**config.mk**
```make
export PLATFORM = sky130hd
export DESIGN_NAME = crossyroad_game_ctrl
export DESIGN_NICKNAME = d
export VERILOG_FILES = /design/src/rtl/crossyroad_game_ctrl.sv
export SDC_FILE = /design/constraint.sdc
export NUM_CORES = 1
export LEC_CHECK = 0
export ABC_AREA = 1
export CAP_MARGIN = 20
export CORE_MARGIN = 8
export CORE_UTILIZATION = 40
export CTS_CLUSTER_DIAMETER = 100
export CTS_CLUSTER_SIZE = 24
export DETAILED_ROUTE_END_ITERATION = 6
export GPL_TIMING_DRIVEN = 0
export PLACE_DENSITY = 0.66
export SYNTH_ARGS = -nofsm -noshare
export SYNTH_HDL_FRONTEND = slang
export SYNTH_SLANG_ARGS = --single-unit
export TNS_END_PERCENT = 100
```
**constraint.sdc**
```tcl
create_clock -name clk -period 2.25 [get_ports clk]
set_input_delay 0.3375 -clock clk [delete_from_list [all_inputs] [get_ports clk]]
set_output_delay 0.3375 -clock clk [all_outputs]
set_load 0.01 [all_outputs]
```
**src/rtl/crossyroad_game_ctrl.sv**
```systemverilog
// Crossy-road game controller: debounced move button, lane scroll FSM,
// lane-type LFSR, saturating score and post-death timeout.
module crossyroad_game_ctrl #(
  parameter logic [15:0] DEB_CYCLES  = 16'd50000,
  parameter int          SCROLL_STEP = 2,
  parameter int          DEAD_FRAMES = 120,
  parameter logic [7:0]  LFSR_SEED   = 8'hA5
) (
  input  logic       clk,
  input  logic       rst_n,
  input  logic       move_btn,
  input  logic       frame_start,
  input  logic       collision,
  output logic [1:0] state,
  output logic [3:0] scroll_offset,
  output logic       lane_shift,
  output logic [1:0] new_lane,
  output logic [7:0] score,
  output logic       game_over
);

  localparam logic [1:0] S_IDLE   = 2'd0;
  localparam logic [1:0] S_PLAY   = 2'd1;
  localparam logic [1:0] S_SCROLL = 2'd2;
  localparam logic [1:0] S_DEAD   = 2'd3;

  logic        sync1, sync2;
  logic        deb_level, deb_prev;
  logic [15:0] deb_cnt;
  logic        press;
  logic        pending;
  logic [15:0] dead_cnt;
  logic [7:0]  lfsr;
  logic [7:0]  lfsr_next;
  logic [3:0]  offset_sum;
  logic        hit;
  logic        wrap;
  logic [1:0]  state_d;

  // Button conditioning: synchronizer then a counter that must see the new
  // level for DEB_CYCLES consecutive cycles before the debounced level flips.
  always_ff @(posedge clk or negedge rst_n) begin
    if (!rst_n) begin
      sync1     <= 1'b0;
      sync2     <= 1'b0;
      deb_level <= 1'b0;
      deb_prev  <= 1'b0;
      deb_cnt   <= 16'd0;
    end else begin
      sync1    <= move_btn;
      sync2    <= sync1;
      deb_prev <= deb_level;
      if (sync2 != deb_level) begin
        if (deb_cnt == DEB_CYCLES - 16'd1) begin
          deb_level <= sync2;
          deb_cnt   <= 16'd0;
        end else begin
          deb_cnt <= deb_cnt + 16'd1;
        end
      end else begin
        deb_cnt <= 16'd0;
      end
    end
  end

  assign press      = deb_level & ~deb_prev;
  assign lfsr_next  = {lfsr[6:0], lfsr[7] ^ lfsr[5] ^ lfsr[4] ^ lfsr[3]};
  assign offset_sum = scroll_offset + 4'(SCROLL_STEP);
  assign hit        = frame_start & collision;
  assign wrap       = (state == S_SCROLL) & frame_start & ~collision & (offset_sum == 4'd0);

  // Collision outranks both a press (PLAY) and a wrap (SCROLL).
  always_comb begin
    state_d = state;
    case (state)
      S_IDLE:   if (press) state_d = S_PLAY;
      S_PLAY: begin
        if (hit)        state_d = S_DEAD;
        else if (press) state_d = S_SCROLL;
      end
      S_SCROLL: begin
        if (hit)       state_d = S_DEAD;
        else if (wrap) state_d = (pending | press) ? S_SCROLL : S_PLAY;
      end
      S_DEAD: if (frame_start && dead_cnt == 16'(DEAD_FRAMES - 1)) state_d = S_IDLE;
      default:  state_d = S_IDLE;
    endcase
  end

  always_ff @(posedge clk or negedge rst_n) begin
    if (!rst_n) begin
      state         <= S_IDLE;
      game_over     <= 1'b0;
      scroll_offset <= 4'd0;
      lane_shift    <= 1'b0;
      new_lane      <= LFSR_SEED[1:0];
      score         <= 8'd0;
      lfsr          <= LFSR_SEED;
      pending       <= 1'b0;
      dead_cnt      <= 16'd0;
    end else begin
      state      <= state_d;
      game_over  <= (state_d == S_DEAD);
      lane_shift <= wrap;

      if (state == S_IDLE && press) begin
        score         <= 8'd0;
        scroll_offset <= 4'd0;
      end else if (state == S_SCROLL && frame_start && !collision) begin
        scroll_offset <= offset_sum;
      end

      if (wrap) begin
        lfsr     <= lfsr_next;
        new_lane <= lfsr_next[1:0];
        score    <= (score == 8'hFF) ? score : score + 8'd1;
      end

      // One-deep press queue, only meaningful while scrolling.
      if (state == S_SCROLL) begin
        if (hit || wrap) pending <= 1'b0;
        else if (press)  pending <= 1'b1;
      end else begin
        pending <= 1'b0;
      end

      if (state != S_DEAD)      dead_cnt <= 16'd0;
      else if (frame_start)     dead_cnt <= (state_d == S_IDLE) ? 16'd0 : dead_cnt + 16'd1;
    end
  end

endmodule

```
* Word level (Yosys, flattened, before mapping)
Index checks and enable logic that the tools add are counted.
W data, S select, Z words.
** Storage, ports and cells
- Flip-flop bits (word level) :: 63
- Logic and storage cells :: 75
** Operators by class
- Reductions and logical operators :: 14
- Add/sub/neg operators :: 4
- Equal/unequal tests :: 11
- Bitwise gates (word level) :: 11
- Multiplexer cells :: 21
** Operator list (count)
- $mux W16 :: 5
- $add A16 B1 Y16 const B :: 2
- $mux W8 :: 3
- $eq A16 B16 Y1 const B :: 1
- $eq A16 B7 Y1 const B :: 1
- $mux W2 :: 7
- $add A8 B1 Y8 const B :: 1
- $eq A8 B8 Y1 const B :: 1
- $mux W4 :: 2
- $pmux W2 S4 :: 1
- $eq A2 B2 Y1 const B :: 3
- $reduce_bool A2 Y1 :: 3
- $and A1 B1 Y1 :: 5
- $add A4 B2 Y4 const B :: 1
- $logic_and A1 B1 Y1 :: 4
- $logic_not A2 Y1 :: 2
- $logic_not A4 Y1 :: 1
- $ne A2 B2 Y1 const B :: 2
- $reduce_and A2 Y1 :: 2
- $mux W1 :: 3
- $ne A3 B2 Y1 const B :: 1
- $xor A1 B1 Y1 :: 3
- $eq A2 B1 Y1 const B :: 1
- $not A1 Y1 :: 2
- 4 further kinds :: 4

* Logic depth before layout (Yosys ltp)
Gate-level depths: netlist of run 1.
- Depth in word-level cells :: 11
- Gate-level depth with buffers :: 13

* Worst setup path before layout of run 1
No wires, ideal clock.
- Kind :: reg-to-reg
- From :: register scroll_offset[1]
- To :: register dead_cnt[6]
- Library setup time :: 117 ps
- Stages on the path, launching flop included :: 11
- Data arrival time :: 1611 ps
- Slack :: 522 ps
- Cells stage by stage :: dfrtp_1 ha_1 nor2_1 nand3_2 buf_6 nand2_1 nand3_2 a21oi_4 nand3_4 nand2_1 nand2_1
** On the way
- Cells in the longest elaborated chain, start to end :: 10
** Ends and longest elaborated chain
- start, declared :: RTL line 15 : output logic [3:0] scroll_offset,
- start signal, assigned :: RTL line 110 : scroll_offset <= offset_sum;
- $add A4 B2 Y4 :: RTL line 68 : assign offset_sum = scroll_offset + 4'(SCROLL_STEP);
- $logic_not A4 Y1 :: RTL line 70 : assign wrap = (state == S_SCROLL) & frame_start & ~collision & (offset_sum == 4'd0);
- $and A1 B1 Y1 :: RTL line 70
- $mux W2 :: RTL line 83 : else if (wrap) state_d = (pending | press) ? S_SCROLL : S_PLAY;
- $mux W2 :: RTL line 82 : if (hit) state_d = S_DEAD;
- $pmux W2 S4 :: RTL line 75 : case (state)
- $logic_not A2 Y1 :: RTL line 128 : else if (frame_start) dead_cnt <= (state_d == S_IDLE) ? 16'd0 : dead_cnt + 16'd1;
- $mux W16 (2 in series) :: RTL line 128
- $mux W16 :: RTL line 127 : if (state != S_DEAD) dead_cnt <= 16'd0;
- end signal, assigned :: RTL line 128
- end, declared :: RTL line 32 : logic [15:0] dead_cnt;
Every way passes these cells. The select of a mux whose other input is x is not followed.
A chain may end at the register's enable or synchronous reset.

* Worst setup path in the final report of run 1
- From :: register dead_cnt[0]
- To :: register dead_cnt[14]
** On the way
- Cells in the longest elaborated chain, start to end :: 8
- Elaborated cells on any way between the ends :: 9
- Classes of those cells :: add/sub (1); eq/ne (1); mux (5); reduce/logical (2)
** Ends and longest elaborated chain
- $eq A16 B7 Y1 :: RTL line 85 : S_DEAD: if (frame_start && dead_cnt == 16'(DEAD_FRAMES - 1)) state_d = S_IDLE;
- $logic_and A1 B1 Y1 :: RTL line 85
- $mux W2 :: RTL line 85
- $pmux W2 S4 :: RTL line 75
- $logic_not A2 Y1 :: RTL line 128
- $mux W16 (*) (2 in series) :: RTL line 128
- $mux W16 (*) :: RTL line 127
Every way passes the cells marked *; elsewhere a longest branch is shown, timed or not. The select of a mux whose other input is x is not followed.

==> results of run 1 <==
-- sequential cells by signal, indices dropped and copies added, names as in the netlist, 2 cells and up --
signal / count
deb_cnt: 16
lfsr: 7
dead_cnt: 16
score: 8
state: 2
scroll_offset: 3
-- cell families after synthesis --
family,after synthesis,synth area share [%]
and+or+nand+nor,226,31.3
other,1,0.118
buffers and inverters,65,8.32
xor gates and xnor gates,14,3.87
DFF,60,47.5
AOI/OAI and AO/OA,40,7.34
adders and majority gates,4,1.58
-- cell usage after synthesis, drive strengths merged --
cell	count
nand4	6
a211oi	1
and3	1
nor3	11
nand2	113
dfstp	4
nand3	26
ha	4
o21bai	1
xor2	8
a31oi	1
nor2	58
nor3b	6
o21a	2
xnor2	6
o22ai	2
o21ai	21
buf	5
dfrtp	56
clkbuf	3
inv	57
a21oi	9
o31ai	3
nor4	5
conb	1
-- final cells by class --
class	instances	area share, %
inverters	57	5.68
clock buffers	11	4.02
clock inverters	5	2.22
flip-flops and latches	60	40.0
well taps	102	3.39
multi-input cells	285	37.2
plain buffers	8	1.33
repair buffers	23	6.24
-- power by group --
group / switching [mW] / internal (mW) / total, mW / leakage, nW
logic: 0.112 / 0.0931 / 0.205 / 0.899
registers: 0.0318 / 1.12 / 1.15 / 0.799
clock network: 0.446 / 0.686 / 1.13 / 0.112
-- through the flow --
step	instance area, µm²	utilization, %	setup TNS (ns)	hold WS [ns]	setup slack, ns
4_1_cts	3770	49.0	0	0.363	0.382
6_report	3770	49.0	0	0.355	0.356
2_1_floorplan	3170	-	0	0.0419	0.522
5_1_grt	3770	49.0	0	0.364	0.191
3_5_place_dp	3520	45.8	0	0.347	0.121
3_3_place_gp	3510	45.7	-66.74	0.347	-1.16
-- routing by layer --
layer | share of wire, % | GRT usage, %
met1 | 51 | 16.1
met2 | 44 | 18.3
met3 | 3.9 | 3.07
met4 | 1.3 | 6.22
met5 | 0 | 0
-- worst max path at each step --
stage | to | startpoint
3_3_place_gp | dead_cnt[13] | rst_n
3_5_place_dp | dead_cnt[3] | frame_start
6_report | dead_cnt[14] | dead_cnt[0]
5_1_grt | dead_cnt[14] | dead_cnt[0]
4_1_cts | dead_cnt[3] | scroll_offset[1]
2_1_floorplan | dead_cnt[6] | scroll_offset[1]
-- worst reg2reg max path, stage by stage, from the launching register on --
cell and delay, ns:
dfrtp_1 0.40, ha_1 0.18, nand2_1 0.08, nor2_2 0.15, nand2_1 0.07, nor2_1 0.20, nand2_1 0.12, nor2_2 0.17
nand2_1 0.11, nor2_1 0.10, nor2_1 0.05, nand2_1 0.07, o21ai_0 0.07
==> summary.txt, run 1 <==
worst skew pair latency: 0.33 ns
Total Power: 2.49 mW
share of the synthesized area in the top cell type: 44.2%
reg2reg setup slack: 0.36 ns
Final GP Congestion: 0.832
cell family with most CP delay: simple AND/OR/NAND/NOR gates
Gate Count Post-Synth: 410
row count: 32
Layout Skew: 0.00707 ns
initial drt markers: 149
Pre-Repair DR Iteration Count: 7
CP Capture Type: flip-flop
fin crit period: 1.89 ns
Final ANT Viol Nets: 0
most frequent cells in the layout: 111 x nand2_1, 56 x dfrtp_1, 55 x nor2_1, 54 x inv_1, 22 x nand3_1
cell mode on critical path: nand2_1
Total GRT Usage: 12.3%
status: finished, final reports clean
Worst Tran Pin Value: 0.519 ns
# DRC: 0
dpl cells: 534
Initial Util: 41.3%
largest net degree at the start of global routing: 40
Root Buffer: clkbuf_8
# port buffers: 21
Worst Setup Start Kind: flip-flop
Max rail drop VDD: 515 µV
GRT overflow: 0
Netlist cell types: 35
CTS tree: built
DR vias: 2634
crit-path cells: ha_1 -> nand2_1 -> nor2_2 -> nand2_1 -> nor2_1 -> nand2_1 -> nor2_2 -> nand2_1 -> nor2_1 -> nor2_1 -> nand2_1 -> o21ai_0
Bufs on Longest Clock Path: 2
CP max stage cell: dfrtp_1
worst r2r src: dead_cnt[0]
relative slew slack: 65.4%
Final Max Tran Viols: 0
power density cells: 660 nW/µm²
fin crit share: 84.2%
# hold bufs at CTS: 1
Post-CTS Resized: 0
vias in the first global route: 2522
DR WL/cell: 11.7 µm
commonest non-fill, non-tap cell in the layout: nand2_1
synthesized area: 3170 µm²
die extent in y: 105 µm
CP peak stage delay: 0.40 ns
# fillers: 743
H-Tree Depth: 3
Max Cap Viol: 0
synthesized area per cell: 7.74 µm²
YS warnings: 0
Worst Hold End: sync2
Ant. Diodes: 0
syn nets: 419
Lkg Pwr: 1.81 nW
Hold Path Depth: 0
I/O pin total: 23
drt via density: 4.78
fmax: 528 MHz
clock-pin slew on the worst setup and hold paths: 0.07 ns
Crit path depth: 12
top cell type by total area after synthesis: dfrtp_1
register area: 1510 µm²
layout cells sized above 1: 8.91%
Layout area overhead: 18.9%
nets@finish: 453
initial antenna violation count: 0
reg2reg end: dead_cnt[14]
CTS Buf Count: 9
top cells by area, synth: dfrtp_1 44%, nand2_1 13%, nor2_1 6.5%
R2R depth: 12
first-pass GRT wire length: 11300 µm
Layout Cells excl Fill: 551
crit path DAT: 2.11 ns
sequential cell area fraction in the yosys report: 47.5%
Required @ worst endpoint: 2.47 ns
largest fanout on the critical path: 4
core area: 7690 µm²
Yosys reg bits: 60
Die ar.: 11000 µm²
Post-DP HPWL: 4670 µm
Multi-input gate area: 1400 µm²
# setup viols final: 0
width of the die: 105 µm
CTS sink cnt: 60
hold path start: sync1
HP Class: flip-flop to flip-flop
RSZ-0062 raised after global routing: no
routed wire length: 6440 µm
number of failing hold endpoints at the final stage: 0
crit path buf inv count: 0
WS Path Type: flip-flop to flip-flop
Post-CTS Setup Bufs: 0
Power figures use the tool's default switching activity.
==> run 2, diff against run 1 <==
- PLACE_DENSITY: 0.66 -> 0.68
- clock period: 2.25 -> 1.6 ns (I/O delays scaled with it)
==> run 2 against run 1 <==
The run now ends with setup timing left. Count of clock-buffer cells in the layout shrank 1. Cell count grew 5.3%. Clock skew rose by 0.0039 ns. Non-clock buffer count increased by 29. Register-to-register slack lost 0.49 ns. Wire length rose by 17%. Highest routed layer unchanged.
==> summary.txt, run 2 (synthesis results as in run 1) <==
status: finished, violations left
failing checks: setup timing
met2 Track Usage GR: 22.0%
worst r2r src: scroll_offset[2]
CTS tree: built
largest fanout on the critical path: 6
Pre-Repair DR Iteration Count: 4
Bufs on Longest Clock Path: 2
Global Route met1 Usage: 15.6%
row count: 32
dpl cells: 534
I/O pin total: 23
largest net degree at the start of global routing: 32
fin crit period: 1.73 ns
drt via density: 4.86
H-Tree Depth: 3
GRT overflow: 0
clock-pin slew on the worst setup and hold paths: 0.07 ns
worst setup margin: -0.130 ns
most frequent cells in the layout: 94 x nand2_1, 51 x dfrtp_1, 50 x inv_1, 43 x nor2_1, 32 x buf_4
DP Worst Slack: -0.485 ns
WS Path Type: flip-flop to flip-flop
Final ANT Viol Nets: 0
registers with the most flip-flops: dead_cnt: 16 flops, deb_cnt: 16 flops, score: 8 flops
initial drt markers: 79
RSZ-0062 raised after global routing: yes
die extent in y: 105 µm
power density cells: 789 nW/µm²
core area: 7690 µm²
HP Class: primary input to flip-flop
relative slew slack: 51.6%
Total GRT Usage: 13.5%
first-pass GRT wire length: 12200 µm
width of the die: 105 µm
Ant. Diodes: 0
crit path DAT: 1.96 ns
# DRC: 0
Required @ worst endpoint: 1.83 ns
routed wire length: 7540 µm
Initial Util: 41.3%
fmax: 578 MHz
Root Buffer: clkbuf_8
Layout Skew: 0.0109 ns
vias in the first global route: 2688
R2R depth: 10
# fillers: 689
Final Max Tran Viols: 0
Worst Tran Pin Value: 0.726 ns
Lkg Pwr: 2.13 nW
Post-DP HPWL: 4650 µm
DR vias: 2820
DR WL/cell: 13.0 µm
initial antenna violation count: 0
# port buffers: 21
commonest non-fill, non-tap cell in the layout: nand2_1
worst skew pair latency: 0.34 ns
grt met3 use: 3.99%
CP endpoint: dead_cnt[5]
Max Cap Viol: 0
fin crit share: 108%
# setup viols final: 12
Worst Setup Start Kind: flip-flop
gr busiest metal: met2
Final GP Congestion: 0.899
Layout area overhead: 35.6%
Setup crit start: scroll_offset[2]
Layout Cells excl Fill: 580
Max rail drop VDD: 572 µV
layout cells sized above 1: 26.6%
reg2reg setup slack: -0.13 ns
number of failing hold endpoints at the final stage: 0
CP Capture Type: flip-flop
hold slack: 0.355 ns
Die ar.: 11000 µm²
CTS sink cnt: 60
reg2reg end: dead_cnt[5]
nets@finish: 482
CTS Buf Count: 9
run 2: layer usage:
| layer | wire length (µm) | part of all wire (%) |
|---|---|---|
| met5 | 0 | 0 |
| met4 | 201 | 2.7 |
| met3 | 290 | 3.8 |
| met2 | 3720 | 49 |
| met1 | 3330 | 44 |
run 2: cell type report:
| cell class | count | area, µm² | share of cell area [%] |
|---|---|---|---|
| sequential | 60 | 1510 | 35.2 |
| timing repair buffer | 54 | 497 | 11.6 |
| clock inverter | 6 | 63.8 | 1.48 |
| inverter | 57 | 219 | 5.09 |
| multi-input combinational | 285 | 1700 | 39.5 |
| buffer | 6 | 45.0 | 1.05 |
| clock buffer | 10 | 138 | 3.20 |
| tap | 102 | 128 | 2.97 |
run 2: how the worst min path moves through the flow:
stage               startpoint  cells past startpoint          end
detailed placement       rst_n                      1   deb_cnt[6]
global route          move_btn                      1        sync1
floorplan                rst_n                      0  dead_cnt[0]
CTS                   move_btn                      1        sync1
finish                move_btn                      1        sync1
global placement         sync1                      0        sync2
run 2: worst max-delay path: stages (launching register included):
cell	delay, ns
dfrtp_1	0.42
ha_4	0.27
nor2_4	0.11
nand3_2	0.12
buf_6	0.14
nand2_4	0.05
nand3_2	0.07
a21oi_4	0.17
nand3_4	0.14
nand2_1	0.09
nand2_1	0.05
run 2: timing repair:
action | CTS | global route
setup buffers | 12 | 19
resized for setup | 20 | 75
hold endpoints to repair | 30 | 0
hold buffers | 1 | 0
endpoints found under the setup margin | 32 | 48
pin swaps | 8 | 27
run 2: per-stage QoR:
| step | util (%) | cell area [µm²] | total power, mW | setup TNS (ns) |
|---|---|---|---|---|
| finish | 55.9 | 4300 | 3.39 | -0.840 |
| global route | 55.9 | 4300 | 3.57 | -2.25 |
| CTS | 50.6 | 3890 | 3.39 | -1.62 |
| detailed placement | 45.9 | 3530 | 1.95 | -8.56 |
| global placement | 45.7 | 3510 | 1.94 | -106.88 |
| floorplan | - | 3180 | 1.80 | -0.606 |
run 2: report_power, final:
group | switching (mW) | internal (mW)
sequential | 0.0521 | 1.57
combinational | 0.203 | 0.174
clock | 0.632 | 0.758
==> edit: new RTL, settings of run 2 <==
Register the output `score` once more, with the module's reset; this adds one clock of latency there. The other outputs are not delayed to match.
--- a/src/rtl/crossyroad_game_ctrl.sv
+++ b/src/rtl/crossyroad_game_ctrl.sv
@@ -23,6 +23,8 @@
   localparam logic [1:0] S_PLAY   = 2'd1;
   localparam logic [1:0] S_SCROLL = 2'd2;
   localparam logic [1:0] S_DEAD   = 2'd3;
+
+  logic [7:0] score_s0;
 
   logic        sync1, sync2;
   logic        deb_level, deb_prev;
@@ -94,7 +96,7 @@
       scroll_offset <= 4'd0;
       lane_shift    <= 1'b0;
       new_lane      <= LFSR_SEED[1:0];
-      score         <= 8'd0;
+      score_s0      <= 8'd0;
       lfsr          <= LFSR_SEED;
       pending       <= 1'b0;
       dead_cnt      <= 16'd0;
@@ -104,7 +106,7 @@
       lane_shift <= wrap;
 
       if (state == S_IDLE && press) begin
-        score         <= 8'd0;
+        score_s0      <= 8'd0;
         scroll_offset <= 4'd0;
       end else if (state == S_SCROLL && frame_start && !collision) begin
         scroll_offset <= offset_sum;
@@ -113,7 +115,7 @@
       if (wrap) begin
         lfsr     <= lfsr_next;
         new_lane <= lfsr_next[1:0];
-        score    <= (score == 8'hFF) ? score : score + 8'd1;
+        score_s0 <= (score_s0 == 8'hFF) ? score_s0 : score_s0 + 8'd1;
       end
 
       // One-deep press queue, only meaningful while scrolling.
@@ -129,5 +131,13 @@
     end
   end
 
+  always_ff @(posedge clk or negedge rst_n) begin
+    if (!rst_n) begin
+      score <= '0;
+    end else begin
+      score <= score_s0;
+    end
+  end
+
 endmodule
 
Function: same outputs for any inputs over 10 cycles, from zero or initial values and one cycle with rst_n low; that may be too few to reach the edited logic, so the function may still have changed.
==> edit against run 2 <==
The run ends with negative hold slack, negative setup slack left; critical path depth up 2; synthesized cell count grew 4.1%; non-clock buffer count is 12 lower; design area up 1.3%; sequential cell count is 8 higher; first-iteration DRC count up 91%; count of clock-buffer cells in the layout unchanged; highest routed layer unchanged; wire length is 1.3% lower; total power grew 22%; sequential power rose by 17%; clock power is 12% higher; synthesized area is 9.3% higher; critical endpoint unchanged; setup slack improved by 0.075 ns.
==> edit: results (changes against run 2) <==
* Endpoints failing setup at 8 (-4)
* Net Sw Frac at 0.267 (+0.00590)
* Status: finished with violations
* Synth Area in Adders at 0.0144 (-0.00134)
* Smallest hold slack at -0.0270 ns (-0.382 ns)
* Hold crit path type: input port to async pin
* Total GRT Usage at 0.129 (-0.00626)
* Compound-Gate Fraction of Synth Area at 0.0664 (-0.00697)
* Post-place instance area at 0.00381 mm^2 (+8.0%)
* Met3 wire length at 276 um (-4.8%)
* Synth cell types at 39 (+11%)
* M1 WL at 3360 um (+1.0%)
* Setup tns final at -0.300 ns (+0.540 ns)
* Met3 usage in global routing at 0.0337 (-0.00624)
* Post-synth top cells: nand2_1, dfrtp_1, inv_1
* Clock Power at 1560 uW (+12%)
* WL met2 at 3620 um (-2.7%)
* Multi-input gates at 292 (+2.5%)
* Final Hold Vio Count at 13 (+13)
* Peak VDD IR at 0.000956 V (+67%)
* Nets at 487 (+1.0%)
* Leak pwr at 0.00202 uW (-5.1%)
* Die X at 109 um (+3.9%)
* Met1 usage in global routing at 0.161 (+0.00513)
* Grt met2 use at 0.199 (-0.0206)
* Largest regs: dead_cnt: 16 flops, deb_cnt: 16 flops
* Failing checks: negative hold slack, negative setup slack
* Data buffer area share at 0.0942 (-0.0318)
* Sink Count at 68 (+13%)
* Fraction of layout cells with a size suffix above 1 at 0.224 (-0.0421)
* Inverters at 59 (+3.5%)
* Number of non-clock buffers at 48 (-20%)
* Worst Setup Slack, final at -0.0554 ns (+0.0748 ns)
* Placed cells at 556 (+4.1%)
* Synth top area cells: dfrtp_1, nand2_1, inv_1
* Maximum number of pins on one net before global-route repair at 69 (+120%)
edit: cell count changes in the layout (fill, tap and decap cells not counted), sizes merged, moves of 3 or more:
cell / before / now
nand2: 113 / 108
dlymetal6s2s: 8 / 2
xor2: 8 / 12
clkdlybuf4s50: 10 / 14
o21ai: 21 / 17
a21oi: 9 / 13
buf: 38 / 25
nor3: 11 / 14
nand3: 26 / 32
dfrtp: 56 / 64
edit: final timing paths:
kind                                 to             start  slack [ns]  cells after the start
min                        dead_cnt[13]             rst_n       -0.03                      1
max in group asynchronous   score_s0[1]             rst_n        0.99                      1
max reg2reg                 dead_cnt[5]  scroll_offset[1]       -0.06                     12
min reg2reg                       sync2             sync1        0.36                      0
min in group clk                  sync1          move_btn        0.34                      1
max                         dead_cnt[5]  scroll_offset[1]       -0.06                     12
edit: timing repair:
item,in CTS,in global routing
endpoints found under the setup margin,19,43
buffers inserted,8,11
gates resized for setup,10,49
pin swaps,7,26
